`src/rtl/ipv4_dst_extract_if.sv`:
```
// ipv4_dst_extract_if
//   Bundles the receive byte stream, the TCAM lookup port, the routed-result
//   handshake and the statistics counters of ipv4_dst_extract.
//   Ports (signal groups):
//     rx_*            byte stream from the Ethernet receive path
//     lookup_*        destination address and strobe toward the TCAM
//     tcam_*          next-hop / interface result from the TCAM
//     route_*         valid/ready result toward downstream
//     stat_*          saturating statistics counters (CNT_W bits)
//   Modports: slave = the extractor, master = its environment.
interface ipv4_dst_extract_if #(
    parameter int CNT_W = 16
);
    logic [7:0]       rx_data;
    logic             rx_valid;
    logic             rx_sof;
    logic             rx_eof;
    logic [31:0]      lookup_addr;
    logic             lookup_req;
    logic [31:0]      tcam_addr_out;
    logic [3:0]       tcam_if_idx;
    logic             route_valid;
    logic             route_ready;
    logic [31:0]      route_dst;
    logic [31:0]      route_next_hop;
    logic [3:0]       route_if_idx;
    logic [CNT_W-1:0] stat_ipv4;
    logic [CNT_W-1:0] stat_drop;
    logic [CNT_W-1:0] stat_ovf;

    modport slave (
        input  rx_data, rx_valid, rx_sof, rx_eof,
        input  tcam_addr_out, tcam_if_idx, route_ready,
        output lookup_addr, lookup_req,
        output route_valid, route_dst, route_next_hop, route_if_idx,
        output stat_ipv4, stat_drop, stat_ovf
    );

    modport master (
        output rx_data, rx_valid, rx_sof, rx_eof,
        output tcam_addr_out, tcam_if_idx, route_ready,
        input  lookup_addr, lookup_req,
        input  route_valid, route_dst, route_next_hop, route_if_idx,
        input  stat_ipv4, stat_drop, stat_ovf
    );
endinterface

```
`src/rtl/ipv4_dst_extract.sv`:
```
// ipv4_dst_extract
//   Parses an Ethernet byte stream, qualifies IPv4 frames, extracts the
//   destination address, strobes a TCAM lookup, captures the TCAM result
//   after LOOKUP_LAT cycles and offers it downstream on valid/ready.
//   Ports:
//     clk   rising-edge clock
//     rst   synchronous active-high reset
//     bus   ipv4_dst_extract_if.slave (rx stream, TCAM port, route result,
//           statistics counters)
//
//   state | meaning
//   ------+---------------------------------------------------------
//   IDLE  | between frames, waiting for rx_sof
//   PARSE | checking header bytes at offset bc, collecting dst addr
//   SKIP  | frame decided (lookup issued or rejected), wait for rx_eof
module ipv4_dst_extract #(
    parameter int LOOKUP_LAT = 1,
    parameter int CNT_W      = 16
) (
    input logic                 clk,
    input logic                 rst,
    ipv4_dst_extract_if.slave   bus
);
    typedef enum logic [1:0] {IDLE, PARSE, SKIP} state_t;

    localparam logic [3:0]       LAT4    = 4'(LOOKUP_LAT);
    localparam logic [CNT_W-1:0] CNT_ONE = CNT_W'(1);
    localparam logic [CNT_W-1:0] CNT_MAX = '1;

    state_t            state, state_nxt;
    logic [5:0]        bc, bc_nxt;
    logic [23:0]       dst_sr, dst_sr_nxt;     // bytes 30..32; byte 33 joins on issue
    logic              bad, drop_inc, ipv4_inc, issue;

    logic [31:0]       lookup_addr;
    logic              lookup_req;
    logic [3:0]        lat_cnt;
    logic              sample;
    logic              route_valid;
    logic [31:0]       route_dst, route_next_hop;
    logic [3:0]        route_if_idx;
    logic [CNT_W-1:0]  stat_ipv4, stat_drop, stat_ovf;

    always_ff @(posedge clk) begin
        if (rst) state <= IDLE;
        else     state <= state_nxt;
    end

    always_comb begin
        state_nxt  = state;
        bc_nxt     = bc;
        dst_sr_nxt = dst_sr;
        bad        = 1'b0;
        drop_inc   = 1'b0;
        ipv4_inc   = 1'b0;
        issue      = 1'b0;
        if (bus.rx_valid) begin
            if (bus.rx_sof) begin
                // A new frame while still parsing means the previous one was cut short.
                drop_inc  = (state == PARSE);
                bc_nxt    = 6'd1;
                state_nxt = PARSE;
            end else begin
                case (state)
                    PARSE: begin
                        if (bc != 6'd63) bc_nxt = bc + 6'd1;
                        bad = (bc == 6'd12 && bus.rx_data != 8'h08) ||
                              (bc == 6'd13 && bus.rx_data != 8'h00) ||
                              (bc == 6'd14 && bus.rx_data[7:4] != 4'h4);
                        if (bc >= 6'd30 && bc <= 6'd32)
                            dst_sr_nxt = {dst_sr[15:0], bus.rx_data};
                        if (bad) begin
                            drop_inc  = 1'b1;
                            state_nxt = bus.rx_eof ? IDLE : SKIP;
                        end else if (bc == 6'd33) begin
                            ipv4_inc  = 1'b1;
                            issue     = 1'b1;
                            state_nxt = bus.rx_eof ? IDLE : SKIP;
                        end else if (bus.rx_eof) begin
                            drop_inc  = 1'b1;
                            state_nxt = IDLE;
                        end
                    end
                    SKIP: begin
                        if (bus.rx_eof) state_nxt = IDLE;
                    end
                    default: ;
                endcase
            end
        end
    end

    // The TCAM result is valid on the terminal count of the latency timer.
    assign sample = (lat_cnt == 4'd1);

    always_ff @(posedge clk) begin
        if (rst) begin
            bc             <= '0;
            dst_sr         <= '0;
            lookup_addr    <= '0;
            lookup_req     <= 1'b0;
            lat_cnt        <= '0;
            route_valid    <= 1'b0;
            route_dst      <= '0;
            route_next_hop <= '0;
            route_if_idx   <= '0;
            stat_ipv4      <= '0;
            stat_drop      <= '0;
            stat_ovf       <= '0;
        end else begin
            bc         <= bc_nxt;
            dst_sr     <= dst_sr_nxt;
            lookup_req <= issue;
            if (issue) lookup_addr <= {dst_sr, bus.rx_data};

            if (lookup_req)          lat_cnt <= LAT4;
            else if (lat_cnt != '0)  lat_cnt <= lat_cnt - 4'd1;

            if (sample) begin
                if (!route_valid || bus.route_ready) begin
                    route_valid    <= 1'b1;
                    route_dst      <= lookup_addr;
                    route_next_hop <= bus.tcam_addr_out;
                    route_if_idx   <= bus.tcam_if_idx;
                end else if (stat_ovf != CNT_MAX) begin
                    stat_ovf <= stat_ovf + CNT_ONE;
                end
            end else if (route_valid && bus.route_ready) begin
                route_valid <= 1'b0;
            end

            if (ipv4_inc && stat_ipv4 != CNT_MAX) stat_ipv4 <= stat_ipv4 + CNT_ONE;
            if (drop_inc && stat_drop != CNT_MAX) stat_drop <= stat_drop + CNT_ONE;
        end
    end

    assign bus.lookup_addr    = lookup_addr;
    assign bus.lookup_req     = lookup_req;
    assign bus.route_valid    = route_valid;
    assign bus.route_dst      = route_dst;
    assign bus.route_next_hop = route_next_hop;
    assign bus.route_if_idx   = route_if_idx;
    assign bus.stat_ipv4      = stat_ipv4;
    assign bus.stat_drop      = stat_drop;
    assign bus.stat_ovf       = stat_ovf;
endmodule

```
`src/flat_wrapper.sv`:
```
// flat-port wrapper written by rule: the top's interface ports become plain ports
module ipv4_dst_extract_flat 
#(
    parameter int LOOKUP_LAT = 1,
    parameter int CNT_W      = 16
)
  (clk, rst, bus_rx_data, bus_rx_valid, bus_rx_sof, bus_rx_eof, bus_tcam_addr_out, bus_tcam_if_idx, bus_route_ready, bus_lookup_addr, bus_lookup_req, bus_route_valid, bus_route_dst, bus_route_next_hop, bus_route_if_idx, bus_stat_ipv4, bus_stat_drop, bus_stat_ovf);
  ipv4_dst_extract_if #(.CNT_W(CNT_W)) bus_i ();
  input logic clk;
  input logic rst;
  input wire logic [$bits(bus_i.rx_data)-1:0] bus_rx_data;
  input wire logic [$bits(bus_i.rx_valid)-1:0] bus_rx_valid;
  input wire logic [$bits(bus_i.rx_sof)-1:0] bus_rx_sof;
  input wire logic [$bits(bus_i.rx_eof)-1:0] bus_rx_eof;
  input wire logic [$bits(bus_i.tcam_addr_out)-1:0] bus_tcam_addr_out;
  input wire logic [$bits(bus_i.tcam_if_idx)-1:0] bus_tcam_if_idx;
  input wire logic [$bits(bus_i.route_ready)-1:0] bus_route_ready;
  output wire logic [$bits(bus_i.lookup_addr)-1:0] bus_lookup_addr;
  output wire logic [$bits(bus_i.lookup_req)-1:0] bus_lookup_req;
  output wire logic [$bits(bus_i.route_valid)-1:0] bus_route_valid;
  output wire logic [$bits(bus_i.route_dst)-1:0] bus_route_dst;
  output wire logic [$bits(bus_i.route_next_hop)-1:0] bus_route_next_hop;
  output wire logic [$bits(bus_i.route_if_idx)-1:0] bus_route_if_idx;
  output wire logic [$bits(bus_i.stat_ipv4)-1:0] bus_stat_ipv4;
  output wire logic [$bits(bus_i.stat_drop)-1:0] bus_stat_drop;
  output wire logic [$bits(bus_i.stat_ovf)-1:0] bus_stat_ovf;
  assign bus_i.rx_data = bus_rx_data;
  assign bus_i.rx_valid = bus_rx_valid;
  assign bus_i.rx_sof = bus_rx_sof;
  assign bus_i.rx_eof = bus_rx_eof;
  assign bus_i.tcam_addr_out = bus_tcam_addr_out;
  assign bus_i.tcam_if_idx = bus_tcam_if_idx;
  assign bus_i.route_ready = bus_route_ready;
  assign bus_lookup_addr = bus_i.lookup_addr;
  assign bus_lookup_req = bus_i.lookup_req;
  assign bus_route_valid = bus_i.route_valid;
  assign bus_route_dst = bus_i.route_dst;
  assign bus_route_next_hop = bus_i.route_next_hop;
  assign bus_route_if_idx = bus_i.route_if_idx;
  assign bus_stat_ipv4 = bus_i.stat_ipv4;
  assign bus_stat_drop = bus_i.stat_drop;
  assign bus_stat_ovf = bus_i.stat_ovf;
  ipv4_dst_extract #(.LOOKUP_LAT(LOOKUP_LAT), .CNT_W(CNT_W)) u_core (.clk(clk), .rst(rst), .bus(bus_i));
endmodule
```
`config.mk`:
```
export PLATFORM = sky130hd
export DESIGN_NAME = ipv4_dst_extract_flat
export DESIGN_NICKNAME = d
export VERILOG_FILES = /design/src/rtl/ipv4_dst_extract_if.sv /design/src/rtl/ipv4_dst_extract.sv /design/src/flat_wrapper.sv
export SDC_FILE = /design/constraint.sdc
export NUM_CORES = 1
export LEC_CHECK = 0
export CORE_MARGIN = 2
export CORE_UTILIZATION = 52
export DETAILED_ROUTE_END_ITERATION = 16
export GPL_ROUTABILITY_DRIVEN = 0
export GPL_TIMING_DRIVEN = 0
export PLACE_DENSITY = 0.85
export RECOVER_POWER = 100
export SYNTH_ARGS = -nofsm -noshare
export SYNTH_HDL_FRONTEND = slang
export SYNTH_SLANG_ARGS = --single-unit
```
`constraint.sdc`:
```
create_clock -name clk -period 3.9 [get_ports clk]
set_input_delay 0.78 -clock clk [delete_from_list [all_inputs] [get_ports clk]]
set_output_delay 0.78 -clock clk [all_outputs]
set_load 0.01 [all_outputs]
```
[Word level (Yosys, flattened, before mapping)]
Index checks and enable logic that the tools add are counted.
Storage, ports and cells
  memories: 0
  output and inout port bits: 150
  logic and storage cells: 87
  memory bits (read-only): 0
  bits in registers: 186
  memory bits (writable): 0
  bits in latches: 0
  input port bits: 50
Cells by class
  divide/modulo/power cells: 0
  magnitude comparators: 2
  multipliers: 0
  shifts and indexed selects: 0
  equal/unequal tests: 14
  add/sub/neg operators: 5
  mux-type cells: 25
  reductions and logical operators: 25
  bitwise logic cells: 2
Operators with widths (count)
  $add A16 B1 Y16 const B: 3
  $ne A16 B16 Y1 const B: 3
  $eq A6 B4 Y1 const B: 3
  $mux W6: 3
  $mux W1: 16
  $mux W2: 5
  $ne A8 B4 Y1 const B: 1
  $reduce_bool A2 Y1: 4
  $reduce_bool A8 Y1: 1
  $logic_and A1 B1 Y1: 7
  $add A6 B1 Y6 const B: 1
  $eq A6 B6 Y1 const B: 1
  $ge A6 B5 Y1 const B: 1
  $le A6 B6 Y1 const B: 1
  $ne A6 B6 Y1 const B: 1
  $reduce_and A2 Y1: 3
  $reduce_and A3 Y1: 2
  $eq A4 B1 Y1 const B: 1
  $ne A4 B3 Y1 const B: 1
  $pmux W2 S2: 1
  $reduce_and A4 Y1: 1
  $reduce_bool A4 Y1: 1
  $sub A4 B1 Y4 const B: 1
  $logic_or A1 B1 Y1: 3
  other kinds (7): 8

[Longest topological paths before layout]
Gate-level depths: netlist of run 1.
  depth in word-level cells: 9
  gate-level depth with buffers: 9
  mapped depth without buffers: 7

[Least setup slack after synthesis of run 1]
No wires, ideal clock.
  path type: input -> register
  from: input port bus_rx_data[0]
  to: register u_core.stat_drop[11] (netlist: u_core.bus.stat_drop[11])
  data arrival time: 2322 ps
  data required time: 3779 ps
  library setup time: 121 ps
  path buffers: 1
  stages on the path: 6
  setup slack: 1458 ps
  cell sequence: nor4_1 a22oi_1 nor4_1 buf_2 nor3_1 mux2_2
On the way
  word-level cells in the longest chain between the ends: 9
  elaborated cells on any way between the ends: 11
  those cells by class: eq/ne (1); mux (4); reduce/logical (6)
Ends and longest elaborated chain
  from (decl): line flat_wrapper.sv:11  | input wire logic [$bits(bus_i.rx_data)-1:0] bus_rx_data;
  $ne A8 B4 Y1 / $reduce_bool A8 Y1 (equally long branches): line ipv4_dst_extract.sv:67, ipv4_dst_extract.sv:68
  $logic_and A1 B1 Y1 (on tied branches): line ipv4_dst_extract.sv:67, ipv4_dst_extract.sv:68
  $logic_or A1 B1 Y1 *: line ipv4_dst_extract.sv:67  | bad = (bc == 6'd12 && bus.rx_data != 8'h08) ||
  $logic_or A1 B1 Y1 *: line ipv4_dst_extract.sv:68  | (bc == 6'd13 && bus.rx_data != 8'h00) ||
  $mux W1 *: line ipv4_dst_extract.sv:72  | if (bad) begin
  $mux W1 *: line ipv4_dst_extract.sv:64  | case (state)
  $mux W1 *: line ipv4_dst_extract.sv:58  | if (bus.rx_sof) begin
  $mux W1 *: line ipv4_dst_extract.sv:57  | if (bus.rx_valid) begin
  $logic_and A1 B1 Y1 *: line ipv4_dst_extract.sv:133  | if (drop_inc && stat_drop != CNT_MAX) stat_drop <= stat_drop + CNT_ONE;
  to (signal assigned): line ipv4_dst_extract.sv:133
  to (decl): line ipv4_dst_extract.sv:42  | logic [CNT_W-1:0] stat_ipv4, stat_drop, stat_ovf;
Mark *: on every way between the ends. The rest lies on a longest branch, timed or not.
A chain may end at the register's enable or synchronous reset.

[Worst setup path in the final report of run 1]
  from: input port bus_rx_data[0]
  to: register u_core.stat_drop[3] (netlist: u_core.bus.stat_drop[3])
Same word-level chain as after synthesis.

==> results of run 1 <==
-- worst register-to-register path, delay by kind of cell (launching register included) --
kind | cells | cell delay (ns)
simple gates | 3 | 1.04
buf+inv | 3 | 0.78
flops | 1 | 0.40
fa+ha+maj | 1 | 0.23
compound gates | 2 | 0.22
-- flip-flops by register name, summed over array words and instances (netlist names) --
signal                     flops
u_core.lat_cnt                 4
u_core.bc                      6
u_core.bus.lookup_req          1
u_core.bus.route_if_idx        4
u_core.bus.stat_drop          16
u_core.bus.route_next_hop     32
u_core.bus.route_dst          32
u_core.bus.route_valid         1
u_core.bus.stat_ovf           16
u_core.bus.stat_ipv4          16
u_core.state                   2
u_core.dst_sr                 24
u_core.bus.lookup_addr        32
-- power by group through the flow --
stage                     clock (W)  combinational [W]  sequential, W
after floorplan                   0           0.000407        0.00214
after global placement            0           0.000778        0.00210
after detailed placement          0           0.000791        0.00211
after CTS                   0.00176           0.000799        0.00206
after global routing        0.00184           0.000854        0.00207
final                       0.00175           0.000770        0.00206
-- through the flow --
| stage | instances | util | total power, W |
|---|---|---|---|
| 2_1_floorplan | 897 | - | 0.00254 |
| 3_3_place_gp | 1276 | 0.693 | 0.00288 |
| 4_1_cts | 1307 | 0.736 | 0.00462 |
| 6_report | 1307 | 0.734 | 0.00458 |
| 3_5_place_dp | 1276 | 0.693 | 0.00290 |
| 5_1_grt | 1307 | 0.734 | 0.00477 |
-- metal layers --
metal / wire [um] / vias up
li1: - / 3507
met1: 8630 / 3408
met5: 0 / -
met4: 501 / 0
met3: 1620 / 37
met2: 10300 / 258
-- area by class of cell --
type,count,area [sq um],share of cell area
Buffer,51,196,0.0191
Clock buffer,25,515,0.0502
Clock inverter,6,85.1,0.00828
Inverter,11,41.3,0.00402
Multi-Input combinational cell,649,3490,0.340
Sequential cell,186,3720,0.362
Tap cell,180,225,0.0219
Timing Repair Buffer,199,1990,0.194
-- cells in the final DEF (no fill, tap or decap), drive strengths merged, types with 5 or more instances in the layout --
cell | synthesis | layout
nand2 | 222 | 222
dfxtp | 186 | 186
dlygate4sd3 | 0 | 154
a21oi | 122 | 122
nor2 | 74 | 74
clkbuf | 40 | 72
clkdlybuf4s50 | 0 | 45
mux2i | 25 | 25
xnor2 | 20 | 20
nor3 | 17 | 17
nand3 | 16 | 16
nand4 | 12 | 12
o21ai | 12 | 12
inv | 11 | 11
nor4 | 10 | 10
o31ai | 10 | 10
or4 | 10 | 10
ha | 10 | 10
nor2b | 9 | 9
and3 | 9 | 9
or3 | 8 | 8
xor2 | 8 | 8
mux2 | 6 | 6
nor3b | 5 | 5
and4 | 5 | 5
-- cells by family after synthesis --
| kind of cell | Yosys count |
|---|---|
| and+or+nand+nor | 413 |
| muxes | 31 |
| AOI/OAI and AO/OA | 167 |
| buffers and inverters | 62 |
| adders and majority gates | 10 |
| DFF | 186 |
| xor gates and xnor gates | 28 |
-- path summary, 6_finish.rpt --
kind | cells after the start | end | slack [ns] | startpoint
setup / recovery | 8 | u_core.bus.stat_drop[3] | 0.61 | bus_rx_data[0]
setup reg to reg | 9 | u_core.bus.stat_drop[3] | 1.17 | u_core.bc[0]
hold / removal | 2 | u_core.bus.route_next_hop[25] | 0.45 | u_core.bus.route_next_hop[25]
hold reg to reg | 2 | u_core.bus.route_next_hop[25] | 0.45 | u_core.bus.route_next_hop[25]
==> summary.md, run 1 <==
| Metric | Value |
|---|---|
| Total GRT Usage | 0.270 |
| CTS buffer count | 17 |
| Adder-Cell Fraction of Synth Area | 0.0167 |
| Post-DP Area | 0.00970 sq mm |
| DR vias/cell | 5.52 |
| Final-report hold violation count | 0 |
| Max VDD drop | 353 uV |
| Vias in the first global route | 6,634 |
| Hold slack | 0.452 ns |
| Root Driver | clkbuf_16 |
| Worst endpoint required time | 4.26 ns |
| Combinational power share | 0.168 |
| Pin count of the biggest net entering global routing | 17 |
| CP Data Arrival Time | 3.64 ns |
| Kind of critical path | in -> reg |
| Post-Synth Simple-Gate Area | 0.252 |
| CP Cell Sequence | dlygate4sd3_1, nor4_1, a22oi_1, nor4_1, clkbuf_1, buf_4, o31ai_1, a21oi_1 |
| Cts repair resizes | 0 |
| Synth unique cells | 51 |
| Buffers plus inverters on the worst setup path | 3 |
| Row cnt | 43 |
| Post-synthesis xor/xnor area fraction | 0.0328 |
| Initial DRC Count | 453 |
| Met3 usage | 0.0623 |
| FFs w/ async S/R, synth | 0 |
| Top-area cell type share of the netlist area | 0.498 |
| Setup TNS Final | 0 ns |
| Switching share of power | 0.272 |
| Post-synth EDFFs | 0 |
| Gr ovfl total | 0 |
| Post-CTS Setup Bufs | 0 |
| Slowest-stage cell, CP | nor4_1 |
| Synth area leaders | dfxtp_1 (50%), nand2_1 (11%), a21oi_1 (8.2%) |
| P per Cell Area | 446 mW/mm^2 |
| Synth area leader | dfxtp_1 |
| Clock Power Share | 0.382 |
| Num ports | 200 |
| N_diodes | 0 |
| Sw Pwr | 0.00125 W |
| Synth Flop Type | dfxtp_1 |
| Area growth, synth to finish | 37.4% |
| GR peak layer | met2 |
| Clk sink count | 186 |
| Worst Setup Start Kind | primary input |
| Post-synth top cells | nand2_1 (222), dfxtp_1 (186), a21oi_1 (122) |
| 1st-pass router iterations | 5 |
| Die ar. | 0.0154 sq mm |
| DRT antenna net count | 0 |
| Via Count | 7,210 |
| Ratio of cells with drive above 1 in the final layout | 0.0364 |
| Syn Nets | 957 |
| Starting density of the core | 0.535 |
| Post-Synthesis Cell Area | 0.00748 sq mm |
| Setup Skew | 0.00514 ns |
| Sequential area share after synthesis | 0.498 |
| Final period util | 0.842 |
| Final worst slack | 0.615 ns |
| Internal power | 0.00334 W |
| Critical path's largest stage delay | 0.77 ns |
| Yosys reg bits | 186 |
| Syn Inst Count | 897 |
| Max Clock Freq | 304 MHz |
| Crit path max fanout | 10 |
| Cell mode on critical path | nor4_1 |
| Initial antenna violation count | 0 |
| Routed WL | 21,000 um |
| TritonCTS clock tree | built |
| IO buf count | 199 |
| Worst min path class | reg -> reg |
| Main combinational cell family by area after synthesis | simple AND/OR/NAND/NOR gates |
| Max_cap viols | 0 |
| Outcome | finished clean |
| Worst-Margin Slew | 0.853 ns |
| Static Leak | 3.90 nW |
| Mux cell area share after synthesis | 0.0425 |
| Clk buf depth | 2 |
| Flop pwr share | 0.450 |
| Synth Warn # | 0 |
| Final net count | 1,175 |
| Cell area after layout | 0.0103 sq mm |
| Clk slew on worst S/H paths | 0.06 ns |
| Worst Setup End Kind | flop |
| Number of fill cells | 1,048 |
| Worst slack, placed | 0.420 ns |
| WL/cell | 16.1 um |
| Die height | 124 um |
| Core Box Area | 0.0140 sq mm |
| First-pass GRT wire length | 32,600 um |
| Final min period | 3.29 ns |
| Mean Syn Cell Area | 8.34 sq um |
| Post-DP HPWL | 15,300 um |
| Slew headroom | 0.426 |
| Post-synthesis compound-gate area fraction | 0.124 |
| RSZ-0062 raised after global routing | false |
| Most common cell in the synthesized netlist | nand2_1 |
| DRC viols | 0 |
| Final setup viols | 0 |
| CTS Hold Bufs | 0 |
| Met1 usage | 0.328 |
| GR Util met2 | 0.467 |
| Crit path max-delay family | buffers and inverters |
| Slew Viols, Final | 0 |
| Die width | 124 um |
| H-tree Lvls | 4 |
| Worst skew pair latency | 0.43 ns |
(Power assumes the default switching activity.)
==> run 2, diff against run 1 <==
--- a/config.mk
+++ b/config.mk
@@ -6,11 +6,11 @@
 export NUM_CORES = 1
 export LEC_CHECK = 0
 export CORE_MARGIN = 2
-export CORE_UTILIZATION = 52
+export CORE_UTILIZATION = 44
 export DETAILED_ROUTE_END_ITERATION = 16
 export GPL_ROUTABILITY_DRIVEN = 0
 export GPL_TIMING_DRIVEN = 0
-export PLACE_DENSITY = 0.85
+export PLACE_DENSITY = 0.77
 export RECOVER_POWER = 100
 export SYNTH_ARGS = -nofsm -noshare
 export SYNTH_HDL_FRONTEND = slang
==> constraint.sdc (replaced) <==
create_clock -name clk -period 2.7 [get_ports clk]
set_input_delay 0.54 -clock clk [delete_from_list [all_inputs] [get_ports clk]]
set_output_delay 0.54 -clock clk [all_outputs]
set_load 0.01 [all_outputs]
==> summary.md, run 2 (synthesized netlist as in run 1, its figures left out) <==
| Metric | Value |
|---|---|
| Total GRT Usage | 0.227 (-0.0437) |
| Worst Setup Start Kind | primary input |
| Final setup viols | 0 (unchanged) |
| Final min period | 2.54 ns |
| Max Clock Freq | 394 MHz |
| Final period util | 0.939 |
| Area growth, synth to finish | 38.7% |
| Post-CTS Setup Bufs | 0 (unchanged) |
| Worst-Margin Slew | 0.715 ns (-0.137 ns) |
| Pin count of the biggest net entering global routing | 19 (+2) |
| Largest registers | u_core.bus.lookup_addr (32), u_core.bus.route_dst (32), u_core.bus.route_next_hop (32) |
| CTS buffer count | 17 (unchanged) |
| DR WL met3 | 1180 um (-27%) |
| Metal2 WL | 9780 um (-5.0%) |
| Commonest non-fill, non-tap cell in the layout | nand2_1 |
| Hold slack | 0.449 ns (-0.00316 ns) |
| Worst Setup End Kind | flop |
| Setup Skew | 0.00970 ns (+0.00455 ns) |
| Die height | 134 um (+8.4%) |
| Routed WL | 20,900 um (-0.86%) |
| Slew Viols, Final | 0 (unchanged) |
| Static Leak | 3.93 nW (+0.74%) |
| Root Driver | clkbuf_16 |
| CP Data Arrival Time | 2.89 ns (-0.75 ns) |
| Die ar. | 0.0181 sq mm (+18%) |
| Die width | 134 um (+8.4%) |
| 1st-pass router iterations | 5 (unchanged) |
| Clk sink count | 186 (unchanged) |
| First-pass GRT wire length | 32,800 um (+0.61%) |
| WL/cell | 15.5 um (-3.9%) |
| P per Cell Area | 640 mW/mm^2 (+43%) |
| Core Box Area | 0.0166 sq mm (+19%) |
| IO buf count | 199 (unchanged) |
| Worst min path class | reg -> reg |
| N_diodes | 0 (unchanged) |
| Number of fill cells | 1,464 (+40%) |
| Initial antenna violation count | 0 (unchanged) |
| Clk buf depth | 2 (unchanged) |
| Kind of critical path | in -> reg |
| Slew headroom | 0.523 (+0.0969) |
| Cell area after layout | 0.0104 sq mm (+0.97%) |
| Vias in the first global route | 6,364 (-4.1%) |
| Max_cap viols | 0 (unchanged) |
| DRC viols | 0 (unchanged) |
| Starting density of the core | 0.451 (-0.0837) |
| Post-DP Area | 0.00975 sq mm (+0.52%) |
| DR vias/cell | 5.20 (-5.8%) |
| Most frequent cells in the layout | nand2_1 (222), dfxtp_1 (186), dlygate4sd3_1 (151) |
| Initial DRC Count | 335 (-26%) |
| Worst endpoint required time | 3.06 ns (-1.20 ns) |
| FF/Latch Area | 0.00372 sq mm (unchanged) |
| Worst skew pair latency | 0.43 ns (about the same) |
| Setup TNS Final | 0 ns (unchanged) |
| TritonCTS clock tree | built |
| Final net count | 1,175 (unchanged) |
| Outcome | finished clean |
| Num ports | 200 (unchanged) |
| Max VDD drop | 455 uV (+29%) |
| Gr ovfl total | 0 (unchanged) |
| Ratio of cells with drive above 1 in the final layout | 0.0496 (+0.0133) |
| H-tree Lvls | 4 (unchanged) |
| DRT met1 WL | 9500 um (+10%) |
| Via Count | 7,008 (-2.8%) |
| RSZ-0062 raised after global routing | false |
| Multi-input gate area | 0.00353 sq mm (+0.93%) |
| DRT antenna net count | 0 (unchanged) |
| Crit path max fanout | 10 (unchanged) |
| Top sig layer | met4 |
| Post-DP HPWL | 15,500 um (+0.92%) |
| Final-report hold violation count | 0 (unchanged) |
| Row cnt | 47 (+9.3%) |
| Clk slew on worst S/H paths | 0.07 ns (about the same) |
run 2: changes by cell type in the layout (fill, tap and decap cells not counted), moves of 2 or more:
cell,delta
buf_2,+2
clkbuf_1,-10
clkbuf_2,+6
clkbuf_8,-6
clkdlybuf4s50_1,+3
dlygate4sd3_1,-3
inv_6,+5
inv_8,+3
nor4_1,-2
run 2: worst paths after layout:
path                                               start                        to  slack [ns]  cells after the start
worst max register to register              u_core.bc[2]         u_core.dst_sr[14]        0.17                      6
worst min register to register  u_core.bus.route_dst[10]  u_core.bus.route_dst[10]        0.45                      2
worst min-delay path            u_core.bus.route_dst[10]  u_core.bus.route_dst[10]        0.45                      2
worst max-delay path                      bus_rx_data[0]   u_core.bus.stat_drop[7]        0.16                      8
run 2: metrics by stage:
stage,setup WS [ns],instances,utilization,power [W]
3_3_place_gp,-0.598,1316,0.588,0.00417
4_1_cts,0.00572,1348,0.625,0.00671
6_report,0.164,1348,0.626,0.00664
5_1_grt,0.0246,1348,0.626,0.00692
3_5_place_dp,-0.617,1316,0.588,0.00419
2_1_floorplan,0.498,897,-,0.00367
run 2: cell type report:
type,instances,area share
tap,220,0.0265
buffer,51,0.0199
clock inverter,15,0.0176
timing repair buffer,199,0.192
clock buffer,17,0.0410
multi-input combinational,649,0.340
sequential,186,0.359
inverter,11,0.00398
run 2: layer usage:
layer / track usage / vias to the layer above
li1: - / 3514
met1: 0.292 / 3244
met2: 0.382 / 224
met3: 0.0442 / 26
met4: 0.0760 / 0
met5: 0 / -
run 2: where the power goes:
part | internal, W | leakage [nW] | switching (W)
clock network | 0.00141 | 0.294 | 0.00115
registers | 0.00289 | 1.50 | 0.0000822
logic | 0.000426 | 2.13 | 0.000681
total | 0.00472 | 3.93 | 0.00192
run 2: critical path, cell delays in order:
cell	delay (ns)
clkdlybuf4s50_1	0.52
nor4_1	0.41
a22oi_1	0.21
nor4_4	0.47
buf_2	0.30
buf_4	0.21
o31ai_1	0.09
a21oi_1	0.14
run 2: timing repair:
action                                  in CTS  in global routing
hold buffers                                 0                  0
gates resized for setup                      1                  7
endpoints found under the setup margin      14                 17
==> run 3, diff against run 2 <==
--- a/config.mk
+++ b/config.mk
@@ -5,7 +5,8 @@
 export SDC_FILE = /design/constraint.sdc
 export NUM_CORES = 1
 export LEC_CHECK = 0
-export CORE_MARGIN = 2
+export CORE_ASPECT_RATIO = 0.7
+export CORE_MARGIN = 1
 export CORE_UTILIZATION = 44
 export DETAILED_ROUTE_END_ITERATION = 16
 export GPL_ROUTABILITY_DRIVEN = 0
==> summary.md, run 3 (synthesized netlist as in run 1, its figures left out) <==
| Metric | Value |
|---|---|
| Critical path depth | 8 (unchanged) |
| Worst r2r path cells | 6 (unchanged) |
| Final net count | 1,175 (unchanged) |
| Critical path's largest stage delay | 0.50 ns (-0.02 ns) |
| Worst Setup Start Kind | primary input |
| Initial DRC Count | 509 (+52%) |
| WL/cell | 15.2 um (-1.8%) |
| Worst endpoint required time | 3.06 ns (about the same) |
| Crit path max fanout | 10 (unchanged) |
| Multi-input gate area | 0.00352 sq mm (about the same) |
| Max VDD drop | 501 uV (+10%) |
| Largest registers | u_core.bus.lookup_addr (32), u_core.bus.route_dst (32), u_core.bus.route_next_hop (32) |
| Clk slew on worst S/H paths | 0.07 ns (about the same) |
| Routed WL | 20,600 um (-1.5%) |
| Clk buf depth | 2 (unchanged) |
| Setup Skew | 0.0101 ns (+0.000422 ns) |
| DR vias/cell | 5.14 (-1.1%) |
| First-pass GRT wire length | 32,900 um (+0.23%) |
| Final min period | 2.49 ns (-0.0509 ns) |
| CTS buffer count | 17 (unchanged) |
| Worst min path class | reg -> reg |
| Via Count | 6,952 (-0.80%) |
| Final setup viols | 0 (unchanged) |
| RSZ-0062 raised after global routing | false |
| Gr ovfl total | 0 (unchanged) |
| Worst skew pair latency | 0.43 ns (about the same) |
| H-tree Lvls | 4 (unchanged) |
| Core Util, Final | 0.632 (+0.00597) |
| Crit path max-delay family | buffers and inverters |
| Starting density of the core | 0.455 (+0.00381) |
| Pin count of the biggest net entering global routing | 17 (-2) |
| Outcome | finished clean |
| Final worst slack | 0.215 ns (+0.0509 ns) |
| CP Data Arrival Time | 2.84 ns (-0.05 ns) |
| Final period util | 0.921 (-0.0189) |
| Worst Setup End Kind | flop |
| Most frequent cells in the layout | nand2_1 (222), dfxtp_1 (186), dlygate4sd3_1 (151) |
| Static Leak | 3.93 nW (about the same) |
| Kind of critical path | in -> reg |
| Hold slack | 0.450 ns (+0.00127 ns) |
| Num ports | 200 (unchanged) |
| DRT antenna net count | 0 (unchanged) |
| TritonCTS clock tree | built |
| Die width | 158 um (+17%) |
| Number of fill cells | 1,440 (-1.6%) |
| P per Cell Area | 648 mW/mm^2 (+1.3%) |
| Die height | 111 um (-17%) |
| Worst Hold Depth | 2 (unchanged) |
| Core Box Area | 0.0164 sq mm (-0.84%) |
| Post-DP HPWL | 15,000 um (-3.2%) |
| Initial antenna violation count | 0 (unchanged) |
| Worst-Margin Slew | 0.723 ns (+0.00780 ns) |
| CP Cell Sequence | clkdlybuf4s50_1, nor4_1, a22oi_1, nor4_4, buf_2, buf_4, o21ai_0, a21oi_1 |
| Slowest-stage cell, CP | clkdlybuf4s50_1 |
| Clk sink count | 186 (unchanged) |
| 1st-pass router iterations | 4 (-1) |
| Root Driver | clkbuf_16 |
| Max Clock Freq | 402 MHz (+2.0%) |
| FF/Latch Area | 0.00372 sq mm (unchanged) |
| Final-report hold violation count | 0 (unchanged) |
| Row cnt | 39 (-17%) |
| Worst slack, placed | -0.560 ns (+0.0563 ns) |
| Area growth, synth to finish | 38.8% |
| CTS Hold Bufs | 0 (unchanged) |
| Post-CTS Setup Bufs | 0 (unchanged) |
| Total GRT Usage | 0.237 (+0.0102) |
| Ratio of cells with drive above 1 in the final layout | 0.0470 (-0.00262) |
| Max_cap viols | 0 (unchanged) |
| IO buf count | 199 (unchanged) |
| Commonest non-fill, non-tap cell in the layout | nand2_1 |
| Slew headroom | 0.518 (-0.00520) |
| Die ar. | 0.0175 sq mm (-2.9%) |
| Vias in the first global route | 6,354 (-0.16%) |
| DRC viols | 0 (unchanged) |
| Buffers plus inverters on the worst setup path | 3 (unchanged) |
| N_diodes | 0 (unchanged) |
| Slew Viols, Final | 0 (unchanged) |
==> run 3: cell types whose count changed in the layout (fill, tap and decap cells not counted), moves of 2 or more <==
cell      before  now
clkbuf_8       0    2
clkbuf_1      39   42
inv_6          5    3
inv_8          3    1
buf_1          2    0
==> run 3: worst min-delay path: cells and delay by family (launching register included) <==
family	cells	cell delay, ns
flops	1	0.31
compound gates	1	0.05
simple gates	1	0.05
==> run 3: stage by stage <==
| stage | cells | TNS, ns | instance area (sq um) | total power [W] |
|---|---|---|---|---|
| 2_1_floorplan | 897 | 0 | 7480 | 0.00367 |
| 3_3_place_gp | 1321 | -24.49 | 9750 | 0.00418 |
| 3_5_place_dp | 1321 | -33.08 | 9750 | 0.00420 |
| 4_1_cts | 1352 | 0 | 10400 | 0.00681 |
| 5_1_grt | 1352 | 0 | 10400 | 0.00703 |
| 6_report | 1352 | 0 | 10400 | 0.00673 |
==> run 3: layer usage <==
metal,track usage,part of all wire,up-vias
met5,0,0,-
met4,0.0375,0.0071,0
met3,0.0657,0.064,13
met2,0.345,0.43,205
met1,0.350,0.50,3236
li1,-,-,3498
==> run 3: power breakdown <==
group / internal, W / switching [W]
clock: 0.00152 / 0.00111
combinational: 0.000427 / 0.000699
sequential: 0.00289 / 0.0000860
total: 0.00484 / 0.00189
==> run 3: worst paths after layout <==
kind              slack [ns]                             to                           from
setup / recovery        0.21        u_core.bus.stat_drop[0]                 bus_rx_data[1]
hold / removal          0.45  u_core.bus.route_next_hop[31]  u_core.bus.route_next_hop[31]
setup reg to reg        0.23              u_core.dst_sr[22]                   u_core.bc[2]
hold reg to reg         0.45  u_core.bus.route_next_hop[31]  u_core.bus.route_next_hop[31]
==> run 3: cell type report <==
class / instances / area share
inverters: 11 / 0.00398
repair buffers: 199 / 0.192
multi-input cells: 649 / 0.339
clock inverters: 11 / 0.0153
well taps: 225 / 0.0271
flip-flops and latches: 186 / 0.359
plain buffers: 51 / 0.0199
clock buffers: 20 / 0.0440
==> run 3: repair_timing <==
item                                    CTS  global route
endpoints found under the hold margin     0             0
resized for setup                         1             9
endpoints found under the setup margin   14            27
